===== src/rtl/ssd_scan_ctrl.sv =====
// Multiplexed seven-segment scan controller with double-buffered display data and leading-zero blanking.
// Optional blink support is compiled in when SSD_BLINK_EN is defined.
module ssd_scan_ctrl #(
  parameter int NUM_DIGITS   = 8,
  parameter int SCAN_DIV     = 18,
  parameter int BLANK_CYCLES = 64
) (
  input  logic                    Clk,
  input  logic                    Reset,
  input  logic [4*NUM_DIGITS-1:0] digits_in,
  input  logic [NUM_DIGITS-1:0]   dp_in,
  input  logic [NUM_DIGITS-1:0]   enable_in,
  input  logic [NUM_DIGITS-1:0]   blink_in,
  input  logic                    lzb_en,
  input  logic                    load,
  output logic [7:0]              An,
  output logic [7:0]              Cathodes,
  output logic [2:0]              digit_idx,
  output logic                    frame_done
);
  localparam logic [SCAN_DIV-1:0] BLANK = SCAN_DIV'(BLANK_CYCLES);
  localparam logic [2:0]          LAST  = 3'(NUM_DIGITS-1);

  typedef struct packed {
    logic [4*NUM_DIGITS-1:0] dig;
    logic [NUM_DIGITS-1:0]   dp;
    logic [NUM_DIGITS-1:0]   en;
    logic                    lzb;
  } disp_t;

  disp_t               r_pend, r_disp, w_in;
  logic                r_pflag;
  logic [SCAN_DIV-1:0] r_cnt;
  logic [2:0]          r_idx;
  logic                r_fd;
  logic [7:0]          r_an, r_cath;
  logic                w_term, w_wrap, w_blk, w_lit, w_dark;
  logic [NUM_DIGITS-1:0] w_lzb;
  logic [31:0]         w_dig;
  logic [7:0]          w_dp, w_en, w_lz, w_an, w_cath;
  logic [3:0]          w_nib;
  logic [6:0]          w_seg;

  assign w_term = &r_cnt;
  assign w_wrap = w_term && (r_idx == LAST);
  assign w_in   = {digits_in, dp_in, enable_in, lzb_en};

  // Walk from the top digit down; a digit is blanked while no enabled non-zero digit sits above it.
  always_comb begin
    logic v_zabove;
    w_lzb    = '0;
    v_zabove = 1'b1;
    for (int k = NUM_DIGITS-1; k >= 1; k--) begin
      if (r_disp.dig[4*k +: 4] == 4'd0) w_lzb[k] = r_disp.lzb & v_zabove;
      if (r_disp.en[k] && (r_disp.dig[4*k +: 4] != 4'd0)) v_zabove = 1'b0;
    end
  end

  assign w_dig  = 32'(r_disp.dig);
  assign w_dp   = 8'(r_disp.dp);
  assign w_en   = 8'(r_disp.en);
  assign w_lz   = 8'(w_lzb);
  assign w_nib  = w_dig[{r_idx, 2'b00} +: 4];
  assign w_lit  = w_en[r_idx] & ~w_lz[r_idx] & ~w_blk;
  assign w_dark = (r_cnt < BLANK) | ~w_lit;

  always_comb begin
    w_seg = 7'b1111111;
    case (w_nib)
      4'h0: w_seg = 7'b0000001;  4'h1: w_seg = 7'b1001111;
      4'h2: w_seg = 7'b0010010;  4'h3: w_seg = 7'b0000110;
      4'h4: w_seg = 7'b1001100;  4'h5: w_seg = 7'b0100100;
      4'h6: w_seg = 7'b0100000;  4'h7: w_seg = 7'b0001111;
      4'h8: w_seg = 7'b0000000;  4'h9: w_seg = 7'b0000100;
      4'hA: w_seg = 7'b0001000;  4'hB: w_seg = 7'b1100000;
      4'hC: w_seg = 7'b0110001;  4'hD: w_seg = 7'b1000010;
      4'hE: w_seg = 7'b0110000;  4'hF: w_seg = 7'b0111000;
      default: w_seg = 7'b1111111;
    endcase
  end

  assign w_an   = w_dark ? 8'hFF : ~(8'd1 << r_idx);
  assign w_cath = w_dark ? 8'hFF : {w_seg, ~w_dp[r_idx]};

  always_ff @(posedge Clk or negedge Reset) begin
    if (!Reset) begin
      r_cnt   <= '0;
      r_idx   <= '0;
      r_fd    <= 1'b0;
      r_pend  <= '0;
      r_pflag <= 1'b0;
      r_disp  <= '0;
      r_an    <= 8'hFF;
      r_cath  <= 8'hFF;
    end else begin
      r_cnt <= r_cnt + 1'b1;
      if (w_term) r_idx <= (r_idx == LAST) ? 3'd0 : r_idx + 3'd1;
      r_fd <= w_wrap;
      if (load) r_pend <= w_in;
      // A load coinciding with the frame boundary stays pending for the next frame.
      if (load)        r_pflag <= 1'b1;
      else if (w_wrap) r_pflag <= 1'b0;
      if (w_wrap && r_pflag) r_disp <= r_pend;
      r_an   <= w_an;
      r_cath <= w_cath;
    end
  end

`ifdef SSD_BLINK_EN
  logic [NUM_DIGITS-1:0] r_pblk, r_dblk;
  logic [4:0]            r_frm;
  logic                  r_phase;
  logic [7:0]            w_bk;

  always_ff @(posedge Clk or negedge Reset) begin
    if (!Reset) begin
      r_pblk  <= '0;
      r_dblk  <= '0;
      r_frm   <= '0;
      r_phase <= 1'b0;
    end else begin
      if (load) r_pblk <= blink_in;
      if (w_wrap && r_pflag) r_dblk <= r_pblk;
      if (w_wrap) begin
        r_frm <= r_frm + 5'd1;
        if (&r_frm) r_phase <= ~r_phase;
      end
    end
  end

  assign w_bk  = 8'(r_dblk);
  assign w_blk = r_phase & w_bk[r_idx];
`else
  logic w_unused_blink;
  assign w_unused_blink = ^blink_in;
  assign w_blk          = 1'b0;
`endif

  assign An         = r_an;
  assign Cathodes   = r_cath;
  assign digit_idx  = r_idx;
  assign frame_done = r_fd;
endmodule


===== config.mk =====
export PLATFORM = sky130hd
export DESIGN_NAME = ssd_scan_ctrl
export DESIGN_NICKNAME = d
export VERILOG_FILES = /design/src/rtl/ssd_scan_ctrl.sv
export SDC_FILE = /design/constraint.sdc
export NUM_CORES = 1
export LEC_CHECK = 0
export CELL_PAD_IN_SITES_DETAIL_PLACEMENT = 1
export CELL_PAD_IN_SITES_GLOBAL_PLACEMENT = 1
export CORE_ASPECT_RATIO = 0.75
export CORE_MARGIN = 2
export CORE_UTILIZATION = 49
export CTS_CLUSTER_SIZE = 16
export DETAILED_ROUTE_END_ITERATION = 10
export HOLD_SLACK_MARGIN = 0.06
export PLACE_DENSITY_LB_ADDON = 0.3
export SLEW_MARGIN = 30
export SYNTH_ARGS = -nofsm -noshare
export SYNTH_HDL_FRONTEND = slang
export SYNTH_SLANG_ARGS = --single-unit

===== constraint.sdc =====
create_clock -name Clk -period 6.6 [get_ports Clk]
set_input_delay 1.98 -clock Clk [delete_from_list [all_inputs] [get_ports Clk]]
set_output_delay 1.98 -clock Clk [all_outputs]
set_load 0.005 [all_outputs]

==> key figures, run 1 <==
Clocking
  • Post-CTS Setup Inserts: 0
  • H-tree depth: 4
  • # hold bufs at CTS: 0
  • Clock transition at the registers of the reported paths: 0.05 ns
  • Clock root buffer: clkbuf_16
  • CTS Buffer Depth: 2
  • CTS resizes: 0
  • Worst-Skew Late Latency: 0.42 ns
  • # clock sinks: 137
  • TritonCTS Buffers: 17
  • CTS tree: yes

Floorplan
  • IO Pins: 80
  • Starting Density: 49.6%
  • DIE AREA: 13200 µm²
  • Core ar.: 12200 µm²
  • Overall die height: 100 µm
  • Die extent in x: 132 µm
  • Site Rows: 35

Timing
  • Crit path time final: 3.98 ns
  • Max-slew headroom: 39.5%
  • Ratio of final minimum period to clock period: 60.2%
  • RSZ-0062 raised after global routing: false
  • # setup viols final: 0
  • Max Slew Vio Count: 0
  • Final WS setup: 2.62 ns
  • Setup TNS Final: 0 ns
  • Fmax: 0.252 GHz
  • Worst slew pin tran: 0.890 ns
  • Worst Skew: 0.00600 ns
  • Hold Vio Cnt, Final: 0

Worst setup path
  • Crit path capture type: output pin
  • CP Data Required Time: 4.62 ns
  • Startpoint Class: register
  • R2R setup slack: 3.42 ns
  • CP top delay family: flip-flops
  • CP peak stage delay: 0.93 ns
  • Worst Path Arrival: 2.00 ns
  • Crit-path cells: clkdlybuf4s50_1
  • Crit path max fanout: 19
  • Crit-path slowest cell: dfrtp_1
  • WP buf/inv: 1
  • Crit Path Class: reg2out

Finish
  • Nets: 557
  • Area Growth Syn to Fin: 21.5%
  • Ant. Diodes: 0
  • Share of cells above drive strength 1: 32.6%
  • Final instance area: 7330 µm²

Route
  • Max Used Layer: met4
  • ANT nets after route: 0
  • DR WL met3: 577 µm
  • Drt pass-1 iters: 4
  • Vias/cell: 5.56
  • Initial DRC Count: 155
  • Total Wirelength: 13100 µm
  • Wirelength per Cell: 19.8 µm
  • Vias post-DR: 3667
  • Residual DRC: 0
  • WL met2: 6500 µm
  • Metal-1 WL: 5830 µm

Synth
  • Ys Warns: 0
  • Async SR Flop Fraction: 100%
  • Most common cell in the synthesized netlist: dfrtp_1
  • Post-synth EDFFs: 0
  • Synth cell types: 49
  • Synth Register Bits: 137
  • Syn Inst Count: 416
  • Area contributors post-synth: dfrtp_1, mux2_2, dfstp_2
  • Largest area contributor in the netlist: dfrtp_1
  • Mapped Area: 6040 µm²
  • Seq/Total Area, Yosys: 57.1%
  • Synth top area share: 50.1%
  • Main synth FF type: dfrtp_1
  • Mean area per synthesized cell: 14.5 µm²
  • Commonest cells post-synth: dfrtp_1, mux2_2, nand3_1
  • Synthesized Nets: 489

GRT
  • Total Routing Usage GR: 21.7%
  • Initial antenna violation count: 0
  • Total congestion overflow: 0
  • First-pass GRT wire length: 21800 µm
  • Pin count of the biggest net entering global routing: 91
  • Vias in the first global route: 3918

Pwr
  • Pwr Total: 1.84 mW
  • Worst VDD drop: 0.000228 V
  • PwrDens: 250 nW/µm²
  • LEAKAGE: 3.25 nW

Hold path
  • HP Class: reg2reg

Placement
  • Dpl ws: 3.07 ns
  • DP Area: 6810 µm²
  • DP HPWL: 8690 µm
  • GP Congestion: 0.755
  • I/O Buffers: 71

Run
  • Max-cap violations: 0

Status
  • Status: finished, final reports clean
-- final timing paths --
kind                                     startpoint                       end  cells past startpoint
min in group asynchronous                     Reset        r_cnt[3]$_DFF_PN0_                      1
hold reg to reg                  r_cnt[0]$_DFF_PN0_        r_cnt[0]$_DFF_PN0_                      1
setup / recovery           digit_idx[1]$_DFFE_PN0P_              digit_idx[1]                      1
hold / removal                   r_cnt[0]$_DFF_PN0_        r_cnt[0]$_DFF_PN0_                      1
setup reg to reg           digit_idx[1]$_DFFE_PN0P_     Cathodes[4]$_DFF_PN1_                      7
max in group asynchronous                     Reset  digit_idx[1]$_DFFE_PN0P_                      2
-- cell families after synthesis --
kind of cell | count (synthesis) | synth area share (%)
muxes | 122 | 25.2
adders and majority gates | 13 | 2.69
xor gates and xnor gates | 17 | 2.47
and+or+nand+nor | 70 | 6.32
buffers and inverters | 33 | 3.27
AOI/OAI and AO/OA | 24 | 2.90
DFF | 137 | 57.1
-- through the flow --
stage | util (%) | instances | hold slack, ns
after floorplan | - | 416 | 0.443
after global placement | 55.8 | 631 | 0.461
after detailed placement | 55.9 | 631 | 0.468
after CTS | 60.2 | 660 | 0.480
after global routing | 60.2 | 660 | 0.502
final | 60.2 | 660 | 0.478
-- cell usage in the layout (no fill, tap or decap), types with 2 or more instances in the layout --
cell and instances:
xnor2_1 12, ha_1 13, dfstp_2 16, clkbuf_16 17, and3_1 3, xor2_1 5, o21ai_0 4, buf_4 2
inv_1 9, o22a_1 2, dfrtp_1 121, nand3_1 22, nor4_1 9, nand2_1 11, mux2_2 89, mux2i_2 2
mux2i_1 10, a21oi_1 3, o41ai_1 3, mux2_4 10, clkbuf_8 5, clkbuf_1 4, mux4_2 11, nor2_1 7
clkinv_2 3, nand4_1 8, clkdlybuf4s50_1 69
-- per-layer routing --
layer,vias to the layer above,GRT usage [%]
li1,1635,-
met2,87,35.3
met3,15,5.81
met5,-,0
met1,1930,28.6
met4,0,7.78
-- state kept, by name, summed over array words and instances, names as in the netlist --
name / flops
w_en: 8
Cathodes: 8
An: 8
r_pflag: 1
digit_idx: 3
r_disp: 1
w_dp: 8
w_dig: 32
r_cnt: 18
frame_done: 1
r_pend: 49
-- area by class of cell --
type                    count  area [µm²]
clock buffers              26         509
inverters                  10        37.5
multi-input cells         246        2400
repair buffers             72         717
flip-flops and latches    137        3450
well taps                 166         208
clock inverters             3        15.0
fillers                  1189        4840
-- power by group --
part | total [mW] | internal (mW) | switching (mW) | leakage (nW)
Clock | 0.859 | 0.522 | 0.338 | 0.262
Combinational | 0.0865 | 0.0532 | 0.0332 | 1.26
Sequential | 0.890 | 0.871 | 0.0181 | 1.73
Power figures use the tool's default switching activity.
==> run 2, diff against run 1 <==
--- a/config.mk
+++ b/config.mk
@@ -9,7 +9,7 @@
 export CELL_PAD_IN_SITES_GLOBAL_PLACEMENT = 1
 export CORE_ASPECT_RATIO = 0.75
 export CORE_MARGIN = 2
-export CORE_UTILIZATION = 49
+export CORE_UTILIZATION = 46
 export CTS_CLUSTER_SIZE = 16
 export DETAILED_ROUTE_END_ITERATION = 10
 export HOLD_SLACK_MARGIN = 0.06
==> constraint.sdc (replaced) <==
create_clock -name Clk -period 4 [get_ports Clk]
set_input_delay 1.2 -clock Clk [delete_from_list [all_inputs] [get_ports Clk]]
set_output_delay 1.2 -clock Clk [all_outputs]
set_load 0.005 [all_outputs]
==> key figures, run 2 (synthesis gave the netlist of run 1 again) <==
Finish
  • Total area of sequential cells: 3450 µm²
  • Commonest non-fill, non-tap cells in the layout: dfrtp_1, mux2_2, clkdlybuf4s50_1
  • Commonest non-fill, non-tap cell in the layout: dfrtp_1
  • Layout Cells excl Fill: 673
  • Multi-input gate area: 2400 µm²
  • Nets: 562
  • Area Growth Syn to Fin: 24.1%
  • Top reg by flops: r_pend
  • Share of cells above drive strength 1: 34.1%
  • Final instance area: 7490 µm²
  • Core Util, Final: 58.2%
  • Max reg flops: 49
  • # fillers: 1238
  • Ant. Diodes: 0

Pwr
  • Sw Share: 20.6%
  • Worst VDD drop: 0.000292 V
  • Pwr Total: 3.28 mW
  • Register share of total power: 44.7%
  • Net Switching: 0.677 mW
  • LEAKAGE: 3.31 nW
  • Clock share of power: 50.8%
  • PwrDens: 438 nW/µm²
  • P_int: 2.60 mW
  • Comb power frac: 4.5%

Floorplan
  • Die extent in x: 136 µm
  • Core ar.: 12900 µm²
  • Starting Density: 46.9%
  • DIE AREA: 14100 µm²
  • Site Rows: 36
  • IO Pins: 80
  • Overall die height: 103 µm

Worst setup path
  • Reg2reg end: Cathodes[4]$_DFF_PN1_
  • Critical Path Source: digit_idx[0]$_DFFE_PN0P_
  • R2R setup slack: 1.15 ns
  • CP Data Required Time: 2.80 ns
  • WP buf/inv: 1
  • CP top delay family: flip-flops
  • Critical R2R Launch: digit_idx[2]$_DFFE_PN0P_
  • Startpoint Class: register
  • Crit-path cells: clkdlybuf4s50_1
  • Crit path capture type: output pin
  • Crit Path Class: reg2out
  • Worst Path Arrival: 1.84 ns
  • CP peak stage delay: 0.79 ns
  • Worst R2R Path Depth: 7
  • Crit-path slowest cell: dfrtp_1
  • Crit path max fanout: 14

GRT
  • Total congestion overflow: 0
  • Initial antenna violation count: 0
  • Vias in the first global route: 3947
  • Pin count of the biggest net entering global routing: 60
  • First-pass GRT wire length: 22100 µm
  • Total Routing Usage GR: 21.2%

Timing
  • # setup viols final: 0
  • Ratio of final minimum period to clock period: 76.1%
  • Crit path time final: 3.04 ns
  • Worst hold slack: 0.474 ns
  • RSZ-0062 raised after global routing: false
  • Worst Skew: 0.0171 ns
  • Final WS setup: 0.957 ns
  • Max-slew headroom: 43.4%
  • Hold Vio Cnt, Final: 0
  • Worst slew pin tran: 0.833 ns
  • Setup TNS Final: 0 ns
  • Fmax: 0.329 GHz
  • Max Slew Vio Count: 0

Route
  • Initial DRC Count: 246
  • Vias/cell: 5.50
  • Vias post-DR: 3699
  • Drt pass-1 iters: 5
  • Total Wirelength: 13600 µm
  • ANT nets after route: 0
  • Wirelength per Cell: 20.2 µm
  • Residual DRC: 0

Placement
  • GP Congestion: 0.757
  • I/O Buffers: 71
  • Cells after DPL: 641
  • Dpl ws: 1.19 ns
  • DP Area: 6860 µm²
  • DP HPWL: 8880 µm

Hold path
  • Worst hold endpoint: r_cnt[0]$_DFF_PN0_
  • HP Class: reg2reg
  • Hold path depth: 1
  • HP Start: r_cnt[0]$_DFF_PN0_

Clocking
  • CTS Buffer Depth: 2
  • # clock sinks: 137
  • # hold bufs at CTS: 0
  • TritonCTS Buffers: 17
  • Clock transition at the registers of the reported paths: 0.06 ns
  • CTS resizes: 0
  • Post-CTS Setup Inserts: 0
  • CTS tree: yes
  • Clock root buffer: clkbuf_16
  • Worst-Skew Late Latency: 0.42 ns
  • H-tree depth: 4

Status
  • Status: finished, final reports clean

Run
  • Max-cap violations: 0
[run 2: worst register-to-register path: stages (launching register included)]
cell and delay, ns:
dfrtp_1 0.58, mux4_2 0.57, mux2i_1 0.55, inv_1 0.18
ha_1 0.32, mux2_2 0.28, mux2i_1 0.16, nand3_1 0.11
[run 2: area by class of cell]
class,instances,area share (%)
Clock buffer,21,6.14
Clock inverter,11,2.27
Inverter,10,0.501
Multi-Input combinational cell,246,32.0
Sequential cell,137,46.0
Tap cell,171,2.86
Timing Repair Buffer,77,10.2
[run 2: worst max-delay path by stage]
stage                            end  slack [ns]  depth (start not counted)
6_report                digit_idx[0]        0.96                          1
5_1_grt                 digit_idx[0]        0.85                          1
4_1_cts                 digit_idx[0]        0.93                          1
3_5_place_dp   Cathodes[3]$_DFF_PN1_        1.19                          5
3_3_place_gp   Cathodes[3]$_DFF_PN1_        1.26                          5
2_1_floorplan  Cathodes[4]$_DFF_PN1_        1.57                          9
[run 2: per-layer routing]
metal / vias to the layer above / wire length (µm) / global-route usage, %
li1: 1654 / - / -
met1: 1929 / 6220 / 29.4
met2: 102 / 6550 / 33.2
met3: 14 / 683 / 5.99
met4: 0 / 141 / 6.17
met5: - / 0 / 0
[run 2: power by group through the flow]
stage | logic [mW] | registers [mW] | clock network (mW)
global placement | 0.143 | 1.49 | 0
detailed placement | 0.150 | 1.49 | 0
CTS | 0.153 | 1.47 | 1.69
floorplan | 0.0604 | 1.48 | 0
global route | 0.162 | 1.47 | 1.75
finish | 0.148 | 1.47 | 1.67
